[src/rtl/countdown_pkg.sv]
// Shared definitions for the countdown alarm controller: FSM state encoding,
// default timing derived from the system clock rate, and a counter-width helper.
package countdown_pkg;

   localparam int CLK_HZ  = 100_000_000;
   localparam int TONE_HZ = 2_000;

   localparam int DEF_TONE_HALF_CYC = CLK_HZ / (2 * TONE_HZ);  // 25000
   localparam int DEF_ON_CYC        = CLK_HZ / 5;              // 200 ms burst
   localparam int DEF_OFF_CYC       = CLK_HZ / 5;              // 200 ms gap
   localparam int DEF_NUM_BEEPS     = 5;

   typedef enum logic [2:0] {
      IDLE     = 3'd0,
      ARMED    = 3'd1,
      BEEP_ON  = 3'd2,
      BEEP_OFF = 3'd3,
      DONE     = 3'd4
   } alarm_state_t;

   // Bits needed for a counter running 0..n-1; never less than one bit.
   function automatic int cnt_width(input int n);
      return (n <= 1) ? 1 : $clog2(n);
   endfunction

endpackage

[src/rtl/alarm_tone_gen.sv]
// Square-wave tone source for the buzzer. The output is the value the tone
// takes after the coming edge, so the parent can register it (with muting)
// without adding a cycle of latency: in the first enabled cycle it is 1, it
// then flips every HALF_CYC cycles, and it is 0 whenever en is low.
module alarm_tone_gen
   import countdown_pkg::*;
#(
   parameter int HALF_CYC = DEF_TONE_HALF_CYC
) (
   input  logic clk,
   input  logic rst,
   input  logic en,
   output logic tone
);

   localparam int            CW   = cnt_width(HALF_CYC);
   localparam logic [CW-1:0] LAST = CW'(HALF_CYC - 1);

   logic [CW-1:0] cnt, cnt_nxt;
   logic          started, started_nxt;
   logic          tone_q;

   // Next tone phase: restart high on enable, toggle at each half-period.
   always_comb begin
      cnt_nxt     = cnt;
      started_nxt = started;
      tone        = tone_q;
      if (!en) begin
         cnt_nxt     = '0;
         started_nxt = 1'b0;
         tone        = 1'b0;
      end else if (!started) begin
         cnt_nxt     = '0;
         started_nxt = 1'b1;
         tone        = 1'b1;
      end else if (cnt == LAST) begin
         cnt_nxt = '0;
         tone    = ~tone_q;
      end else begin
         cnt_nxt = cnt + 1'b1;
      end
   end

   // Half-period counter and tone phase registers.
   always_ff @(posedge clk) begin
      if (!rst) begin
         cnt     <= '0;
         started <= 1'b0;
         tone_q  <= 1'b0;
      end else begin
         cnt     <= cnt_nxt;
         started <= started_nxt;
         tone_q  <= tone;
      end
   end

endmodule

[src/rtl/countdown_alarm_ctrl.sv]
// Alarm sequencer for the countdown timer. Watches the synchronised cd_en
// flag, and when a running countdown expires plays NUM_BEEPS tone bursts
// separated by silent gaps. A restart of the countdown, a user ack or reset
// stops the alarm. state_dbg exposes the FSM state register.
module countdown_alarm_ctrl
   import countdown_pkg::*;
#(
   parameter int TONE_HALF_CYC = DEF_TONE_HALF_CYC,
   parameter int ON_CYC        = DEF_ON_CYC,
   parameter int OFF_CYC       = DEF_OFF_CYC,
   parameter int NUM_BEEPS     = DEF_NUM_BEEPS
) (
   input  logic       clk,
   input  logic       rst,
   input  logic       cd_en,
   input  logic       ack,
   input  logic       mute,
   output logic       buzz,
   output logic       alarm_active,
   output logic       alarm_done,
   output logic [3:0] beep_count,
   output logic [2:0] state_dbg
);

   // One phase counter serves both the burst and the gap.
   localparam int            PW       = cnt_width((ON_CYC > OFF_CYC) ? ON_CYC : OFF_CYC);
   localparam logic [PW-1:0] ON_LAST  = PW'(ON_CYC - 1);
   localparam logic [PW-1:0] OFF_LAST = PW'(OFF_CYC - 1);
   localparam logic [3:0]    NB       = 4'(NUM_BEEPS);

   alarm_state_t  state, state_nxt;
   logic [PW-1:0] phase, phase_nxt;
   logic [3:0]    bc_nxt;
   logic          cd_meta, cd_s;
   logic          tone_en, tone;

   // Two-flop synchroniser for the slow-domain countdown flag.
   always_ff @(posedge clk) begin
      if (!rst) begin
         cd_meta <= 1'b0;
         cd_s    <= 1'b0;
      end else begin
         cd_meta <= cd_en;
         cd_s    <= cd_meta;
      end
   end

   // Next-state, phase counter and burst count; restart beats ack beats expiry.
   always_comb begin
      state_nxt = state;
      phase_nxt = phase;
      bc_nxt    = beep_count;
      case (state)
         IDLE: begin
            if (cd_s) state_nxt = ARMED;
         end
         ARMED: begin
            if (!cd_s) begin
               state_nxt = BEEP_ON;
               phase_nxt = '0;
               bc_nxt    = '0;
            end
         end
         BEEP_ON: begin
            if (cd_s) begin
               state_nxt = ARMED;
            end else if (ack) begin
               state_nxt = DONE;
            end else if (phase == ON_LAST) begin
               phase_nxt = '0;
               bc_nxt    = beep_count + 4'd1;
               state_nxt = (beep_count + 4'd1 == NB) ? DONE : BEEP_OFF;
            end else begin
               phase_nxt = phase + 1'b1;
            end
         end
         BEEP_OFF: begin
            if (cd_s) begin
               state_nxt = ARMED;
            end else if (ack) begin
               state_nxt = DONE;
            end else if (phase == OFF_LAST) begin
               phase_nxt = '0;
               state_nxt = BEEP_ON;
            end else begin
               phase_nxt = phase + 1'b1;
            end
         end
         DONE: begin
            if (cd_s) state_nxt = ARMED;
         end
         default: begin
            state_nxt = IDLE;
         end
      endcase
   end

   // Tone runs only in cycles the FSM will spend in BEEP_ON.
   assign tone_en = (state_nxt == BEEP_ON);

   alarm_tone_gen #(
      .HALF_CYC (TONE_HALF_CYC)
   ) u_tone (
      .clk  (clk),
      .rst  (rst),
      .en   (tone_en),
      .tone (tone)
   );

   // FSM state, counters and the registered, mutable buzzer drive.
   always_ff @(posedge clk) begin
      if (!rst) begin
         state      <= IDLE;
         phase      <= '0;
         beep_count <= '0;
         buzz       <= 1'b0;
      end else begin
         state      <= state_nxt;
         phase      <= phase_nxt;
         beep_count <= bc_nxt;
         buzz       <= tone & ~mute;
      end
   end

   // Status flags decoded straight from the state register.
   always_comb begin
      alarm_active = (state == BEEP_ON) || (state == BEEP_OFF);
      alarm_done   = (state == DONE);
      state_dbg    = state;
   end

endmodule
[config.mk]
export PLATFORM = sky130hd
export DESIGN_NAME = countdown_alarm_ctrl
export DESIGN_NICKNAME = d
export VERILOG_FILES = /design/src/rtl/countdown_pkg.sv /design/src/rtl/alarm_tone_gen.sv /design/src/rtl/countdown_alarm_ctrl.sv
export SDC_FILE = /design/constraint.sdc
export NUM_CORES = 1
export LEC_CHECK = 0
export ABC_AREA = 1
export BUFFER_PORTS_ARGS = -buffer_cell sky130_fd_sc_hd__clkbuf_2
export CAP_MARGIN = 5
export CORE_MARGIN = 4
export CORE_UTILIZATION = 38
export CTS_BUF_LIST = sky130_fd_sc_hd__clkbuf_8
export CTS_CLUSTER_SIZE = 20
export DETAILED_ROUTE_END_ITERATION = 6
export PLACE_DENSITY = 0.64
export SYNTH_ARGS = -nofsm -noshare
export SYNTH_HDL_FRONTEND = slang
export SYNTH_HIERARCHICAL = 1
export SYNTH_SLANG_ARGS = --single-unit
[constraint.sdc]
create_clock -name clk -period 5.6 [get_ports clk]
set_input_delay 1.12 -clock clk [delete_from_list [all_inputs] [get_ports clk]]
set_output_delay 1.12 -clock clk [all_outputs]
set_load 0.1 [all_outputs]
==> results of run 1 <==
==> kinds of logic after synthesis <==
family          count (synthesis)  synth area share
buf+inv                        62           0.09164
xor+xnor                       10           0.02998
simple gates                  251            0.4240
fa+ha+maj                       4           0.01713
flops                          52            0.3563
compound gates                 40           0.08095
==> metal layers <==
layer / track usage / vias to the layer above / wire length (um)
met5: 0 / - / 0
met4: 0.06043 / 0 / 107
met3: 0.02605 / 11 / 136
met2: 0.2472 / 25 / 2694
met1: 0.1706 / 1139 / 2763
li1: - / 1374 / -
==> layout make-up <==
| class | instances | share of cell area |
|---|---|---|
| Clock inverter | 1 | 0.009404 |
| Tap cell | 99 | 0.03879 |
| Timing Repair Buffer | 14 | 0.02194 |
| Inverter | 58 | 0.06857 |
| Clock buffer | 7 | 0.03017 |
| Multi-Input combinational cell | 305 | 0.5051 |
| Sequential cell | 52 | 0.3260 |
==> worst max-delay path by stage <==
stage                       from             to  slack (ns)
floorplan           state_dbg[2]     alarm_done        1.89
global placement             ack  u_tone/cnt[2]        3.00
detailed placement           ack  u_tone/cnt[2]        2.94
CTS                 state_dbg[2]     alarm_done        2.90
global route        state_dbg[2]     alarm_done        2.83
finish              state_dbg[2]     alarm_done        2.93
==> flip-flops by register name, indices dropped and copies added (netlist names) <==
| name | flops |
|---|---|
| beep_count | 4 |
| u_tone/cnt | 15 |
| cd_s | 1 |
| buzz | 1 |
| phase | 25 |
| u_tone/tone_q | 1 |
| u_tone/started | 1 |
| cd_meta | 1 |
| state_dbg | 3 |
==> synthesized netlist by cell type, types with 5 or more instances <==
| cell type | number |
|---|---|
| inv_1 | 51 |
| nand3_1 | 36 |
| nor2_2 | 6 |
| nand4_1 | 6 |
| dfxtp_1 | 52 |
| nor3_1 | 19 |
| o21ai_0 | 5 |
| xor2_1 | 7 |
| inv_2 | 5 |
| a21oi_1 | 25 |
| nor2_1 | 61 |
| nand2_2 | 9 |
| nand2_1 | 89 |
==> stage by stage <==
stage,power (mW),setup WS (ns),utilization,cell area [um2],hold slack [ns]
final,0.6666,2.925,0.4333,3193,0.4280
after global routing,0.6943,2.834,0.4333,3193,0.4580
after CTS,0.6788,2.903,0.4333,3193,0.4318
after detailed placement,0.3940,2.936,0.4161,3067,0.4090
after global placement,0.3937,2.996,0.4161,3067,0.4093
after floorplan,0.3899,1.892,-,2922,0.3900
==> power by group <==
group | switching [mW] | leakage [nW] | internal, mW
sequential | 0.000538 | 0.419 | 0.370
clock | 0.124 | 0.0645 | 0.158
combinational | 0.0105 | 0.729 | 0.00361
total | 0.135 | 1.21 | 0.532
==> critical path: stages (launching register included) <==
cell and delay (ns):
dfxtp_1 0.51, inv_2 0.11, nor2_1 0.15, clkbuf_2 0.48
==> key figures, run 1 <==
Clock tree
  • Clock Pin Slew Worst Setup and Hold Paths: approximately 0.09 ns
  • Sink Count: 52
  • Root buffer cell: clkbuf_8
  • TritonCTS clock tree: done
  • Post_cts resized: 0
  • Number of hold buffers added after CTS: 0
  • Worst-Skew Late Latency: between 0.3 and 0.4 ns
  • Total CTS buffers: 5
  • Htree depth: 2
  • Setup bufs post-CTS: 0
  • CTS max path bufs: 2

Finish
  • Synthesis-to-finish area growth: 9.293%
  • Ratio of cells with drive above 1 in the final layout: 0.1442
  • Multi-input gate area: around 1600 um2
  • Total Nets Final: between 400 and 500
  • Register area: 1041 um2
  • Fillcell total: about 770
  • Non-Filler Instances: about 540
  • N_diodes: 0
  • Commonest non-fill, non-tap cells in the layout: 89 x nand2_1, 61 x nor2_1, 52 x dfxtp_1
  • Commonest non-fill, non-tap cell in the layout: nand2_1

Run
  • Max-cap violations: 0

Global routing
  • GRT Util Overall: 0.1423
  • Grt total ovfl: 0
  • Largest net degree at the start of global routing: 16
  • First-pass GRT wire length: around 11000 um
  • Vias in the first global route: approximately 2500
  • Initial antenna violation count: 0

Drt
  • Drt total wl: around 5700 um
  • Via density: 4.756
  • Routed len/inst: around 11 um
  • DRC viols: 0
  • Initial drt markers: 93
  • Post-route antenna net violation count: 0
  • Vias: approximately 2500
  • Drt first pass iters: 4

Synthesis
  • Synth Flop Type: dfxtp_1
  • Yosys cell types: 41
  • Yosys reg bits: 52
  • Sequential fraction of the synthesis area: 0.3563
  • Share of the synthesized area in the top cell type: 0.3563
  • Cell taking the most area after synthesis: dfxtp_1
  • Area contributors post-synth: dfxtp_1 36%, nand2_1 11%, nor2_1 7.8%
  • Async SR Flop Fraction: 0
  • Syn Nets: about 430
  • Average size of a mapped cell: approximately 7.0 um2
  • Synth warnings: 6
  • EDFF count, synth: 0
  • Mapped Area: 2922 um2
  • Cell count after synthesis: roughly 420

Floorplanning
  • Die ar.: ~9200 um2
  • Core Rows: 31
  • Die Ht: between 90 and 100 um
  • Core Box Area: approximately 7400 um2
  • Initial core utilization: 0.3964
  • # IOs: 15
  • Chip Width: between 90 and 100 um

Place
  • Total placed cells including tap cells: between 500 and 600
  • Global placer's final weighted congestion: ~0.85
  • Buffers added on ports: 14
  • DP HPWL: ~4400 um

STA
  • Worst Tran Pin Value: around 0.55 ns
  • Peak Freq: about 0.37 GHz
  • Crit path time final: around 2.7 ns
  • Finish-stage setup viols: 0
  • Slew HR: 0.6379
  • Setup_tns: 0 ns
  • Skew final: about 0.012 ns
  • Unrepaired setup endpoints after global routing: no
  • Final hold violations: 0
  • Fin crit share: 0.4776
  • Slew Limit Fails: 0

Worst setup path
  • CP required: 4.48 ns
  • RR Startpoint: phase[0]
  • CP Data Arrival Time: around 1.6 ns
  • CP Capture Type: primary output
  • Critical path fanouts, max: 4
  • WS Path Type: reg -> out
  • CP Launch Type: flop
  • Worst Reg-to-Reg Cells: 15
  • R2r endpoint: u_tone/cnt[2]
  • Worst R2R Setup Slack: ~3.2 ns

Run status
  • Status: finished, final reports clean

Worst hold path
  • WHS Endpoint: cd_s
  • Hold depth: 2
  • Hold Crit Class: reg -> reg
  • Min-delay src: cd_meta

Power
  • Peak supply drop: just over 100 uV
  • Pwr Density: 208.7 nW/um2
  • Leakage: 1.213 nW
Power figures use the tool's default switching activity.
==> run 2, diff against run 1 <==
PLACE_DENSITY = 0.66   (was 0.64)
clock period = 2.2 ns   (was 5.6 ns; I/O delays follow)
==> key figures, run 2 (same netlist as run 1, synthesis figures left out) <==
Worst setup path
  • CP max stage cell: dfxtp_1 (unchanged)
  • R2r endpoint: u_tone/cnt[6] (was u_tone/cnt[2])
  • Crit path buf inv count: 2 (unchanged)
  • CP Data Arrival Time: 2.23 ns (was 1.55 ns)
  • Worst path max stage delay: 0.42 ns (was 0.51 ns)
  • Worst Reg-to-Reg Cells: 16 (was 15)
  • CP Launch Type: flop (unchanged)
  • Critical path fanouts, max: 13 (was 4)
  • CP required: 2.39 ns (was 4.48 ns)
  • CP delay by family, top: simple AND/OR/NAND/NOR gates (was buffers and inverters)
  • Crit path top cell by count: nand2_1
  • CP Capture Type: flop (was primary output)
  • WS Path Type: reg -> reg (was reg -> out)
  • RR Startpoint: phase[6] (was phase[0])
  • Worst R2R Setup Slack: 0.17 ns (was 3.18 ns)
  • Crit-path cells: nand2_2 -> nor2_4 -> nand2_2 -> nor2_4 -> nand2_2 -> buf_4 -> nand2_1 -> nand3_2 -> nand2_1 -> nand2_1 -> nand2_1 -> nor2_2 -> nand2_1 -> inv_2 -> nand3_4 -> nor2_1 (was inv_2 -> nor2_1 -> clkbuf_2)

Clock tree
  • Number of hold buffers added after CTS: 0 (unchanged)
  • Sink Count: 52 (unchanged)
  • Worst-Skew Late Latency: 0.31 ns (about the same)
  • Root buffer cell: clkbuf_8 (unchanged)
  • CTS max path bufs: 2 (unchanged)
  • Setup bufs post-CTS: 0 (unchanged)
  • Total CTS buffers: 5 (unchanged)
  • TritonCTS clock tree: done (unchanged)
  • Htree depth: 2 (unchanged)
  • Clock Pin Slew Worst Setup and Hold Paths: 0.10 ns (was 0.09 ns)

Drt
  • Drt first pass iters: 4 (unchanged)
  • Via density: 4.830 (was 4.756)
  • Vias: 2647 (was 2549)
  • Drt total wl: 6133 um (was 5702 um)
  • DRC viols: 0 (unchanged)
  • Routed len/inst: 11.19 um (was 10.64 um)
  • Initial drt markers: 90 (was 93)
  • Post-route antenna net violation count: 0 (unchanged)

Finish
  • Largest registers: phase (25), u_tone/cnt (15), beep_count (4) (unchanged)
  • N_diodes: 0 (unchanged)
  • Max FFs per register: 25 (unchanged)
  • Largest Register: phase (unchanged)
  • Commonest non-fill, non-tap cell in the layout: nand2_1 (unchanged)
  • Ratio of cells with drive above 1 in the final layout: 0.2116 (was 0.1442)
  • Fillcell total: 752 (was 767)
  • Synthesis-to-finish area growth: 14.30% (was 9.293%)
  • Final instance area: 3339 um2 (was 3193 um2)
  • Commonest non-fill, non-tap cells in the layout: 87 x nand2_1, 57 x nor2_1, 51 x inv_1 (was 89 x nand2_1, 61 x nor2_1, 52 x dfxtp_1)
  • Total Nets Final: 457 (was 445)

Floorplanning
  • # IOs: 15 (unchanged)
  • Chip Width: 95.68 um (unchanged)
  • Die ar.: 9155 um2 (unchanged)
  • Core Box Area: 7370 um2 (unchanged)
  • Initial core utilization: 0.3964 (unchanged)
  • Die Ht: 95.68 um (unchanged)
  • Core Rows: 31 (unchanged)

Place
  • DP HPWL: 4695 um (was 4371 um)
  • Buffers added on ports: 14 (unchanged)
  • Placed instance area: 3186 um2 (was 3067 um2)
  • Global placer's final weighted congestion: 0.7937 (was 0.8480)

Worst hold path
  • Min-delay src: mute (was cd_meta)
  • WHS Endpoint: buzz (was cd_s)
  • Hold depth: 2 (unchanged)
  • Hold Crit Class: in -> reg (was reg -> reg)

Global routing
  • Initial antenna violation count: 0 (unchanged)
  • Vias in the first global route: 2440 (was 2485)
  • First-pass GRT wire length: 10580 um (was 10530 um)
  • Grt total ovfl: 0 (unchanged)
  • Largest net degree at the start of global routing: 17 (was 16)
  • GRT Util Overall: 0.1440 (was 0.1423)

STA
  • Final hold violations: 0 (unchanged)
  • Slew HR: 0.6389 (was 0.6379)
  • Finish-stage setup viols: 0 (unchanged)
  • Worst Tran Pin Value: 0.5439 ns (was 0.5455 ns)
  • Slew Limit Fails: 0 (unchanged)
  • Peak Freq: 0.4914 GHz
  • Setup_tns: 0 ns (unchanged)
  • Crit path time final: 2.035 ns
  • Fin crit share: 0.9250
  • Skew final: 0.01627 ns (was 0.01247 ns)

Run status
  • Status: finished, final reports clean (unchanged)

Power
  • Peak supply drop: 344.1 uV (was 101.9 uV)
  • Pwr Density: 463.4 nW/um2 (was 208.7 nW/um2)
  • Leakage: 1.263 nW (was 1.213 nW)

Run
  • Max-cap violations: 0 (unchanged)
## run 2: cell types whose count changed in the layout (fill, tap and decap cells not counted), moves of 2 or more
cell | previous run | this run
buf_4 | 0 | 12
dfxtp_1 | 52 | 43
dfxtp_2 | 0 | 6
nor2_1 | 61 | 57
dfxtp_4 | 0 | 3
nand2_1 | 89 | 87
nand2_2 | 9 | 11
nand3_1 | 36 | 34
nor2_2 | 6 | 8
nor2_4 | 4 | 6
## run 2: worst max path at each step
stage / start / endpoint / slack (ns) / depth (start not counted)
finish: phase[6] / u_tone/cnt[6] / 0.17 / 16
global route: phase[6] / u_tone/cnt[14] / -0.04 / 16
CTS: phase[1] / u_tone/cnt[14] / 0.04 / 17
detailed placement: phase[0] / u_tone/cnt[2] / -0.01 / 15
global placement: phase[0] / u_tone/cnt[2] / 0.09 / 15
floorplan: state_dbg[1] / u_tone/cnt[13] / 0.02 / 12
## run 2: layout make-up
cell class,count,area [um2],share of cell area
clock inverters,2,12.51,0.003747
repair buffers,26,160.2,0.04796
clock buffers,6,82.58,0.02473
well taps,99,123.9,0.03709
flip-flops and latches,52,1060,0.3173
multi-input cells,305,1677,0.5021
inverters,58,224.0,0.06707
## run 2: report_power, final
part | switching [mW] | internal [mW]
registers | 0.00146 | 0.939
logic | 0.0279 | 0.0114
clock network | 0.314 | 0.254
total | 0.343 | 1.20
## run 2: worst reg2reg max path, stage by stage (launching register included)
cell and delay (ns):
dfxtp_1 0.42, nand2_2 0.11, nor2_4 0.18, nand2_2 0.10, nor2_4 0.14, nand2_2 0.07, buf_4 0.16, nand2_1 0.08
nand3_2 0.07, nand2_1 0.06, nand2_1 0.06, nand2_1 0.09, nor2_2 0.04, nand2_1 0.07, inv_2 0.07, nand3_4 0.14
nor2_1 0.07
## run 2: metal layers
metal,routed length (um),global-route usage,vias up,share of wire
met4,121,0.06043,0,0.020
met5,0,0,-,0
met3,196,0.02920,11,0.032
met2,2861,0.2362,40,0.47
met1,2953,0.1830,1194,0.48
li1,-,-,1402,-
## run 2: stage by stage
| step | worst slack, ns | hold WS, ns | power, mW | std cells | util |
|---|---|---|---|---|---|
| floorplan | 0.01566 | 0.3900 | 0.9893 | 419 | - |
| global placement | 0.09012 | 0.4047 | 1.002 | 540 | 0.4323 |
| detailed placement | -0.01469 | 0.4014 | 1.002 | 540 | 0.4323 |
| CTS | 0.04067 | 0.2621 | 1.588 | 548 | 0.4462 |
| global route | -0.04025 | 0.2687 | 1.621 | 548 | 0.4531 |
| finish | 0.1651 | 0.2762 | 1.548 | 548 | 0.4531 |
## run 2: what timing repair did
item / in CTS / in global routing
gates resized for setup: 1 / 15
endpoints found under the setup margin: 1 / 15
pin swaps: 0 / 5
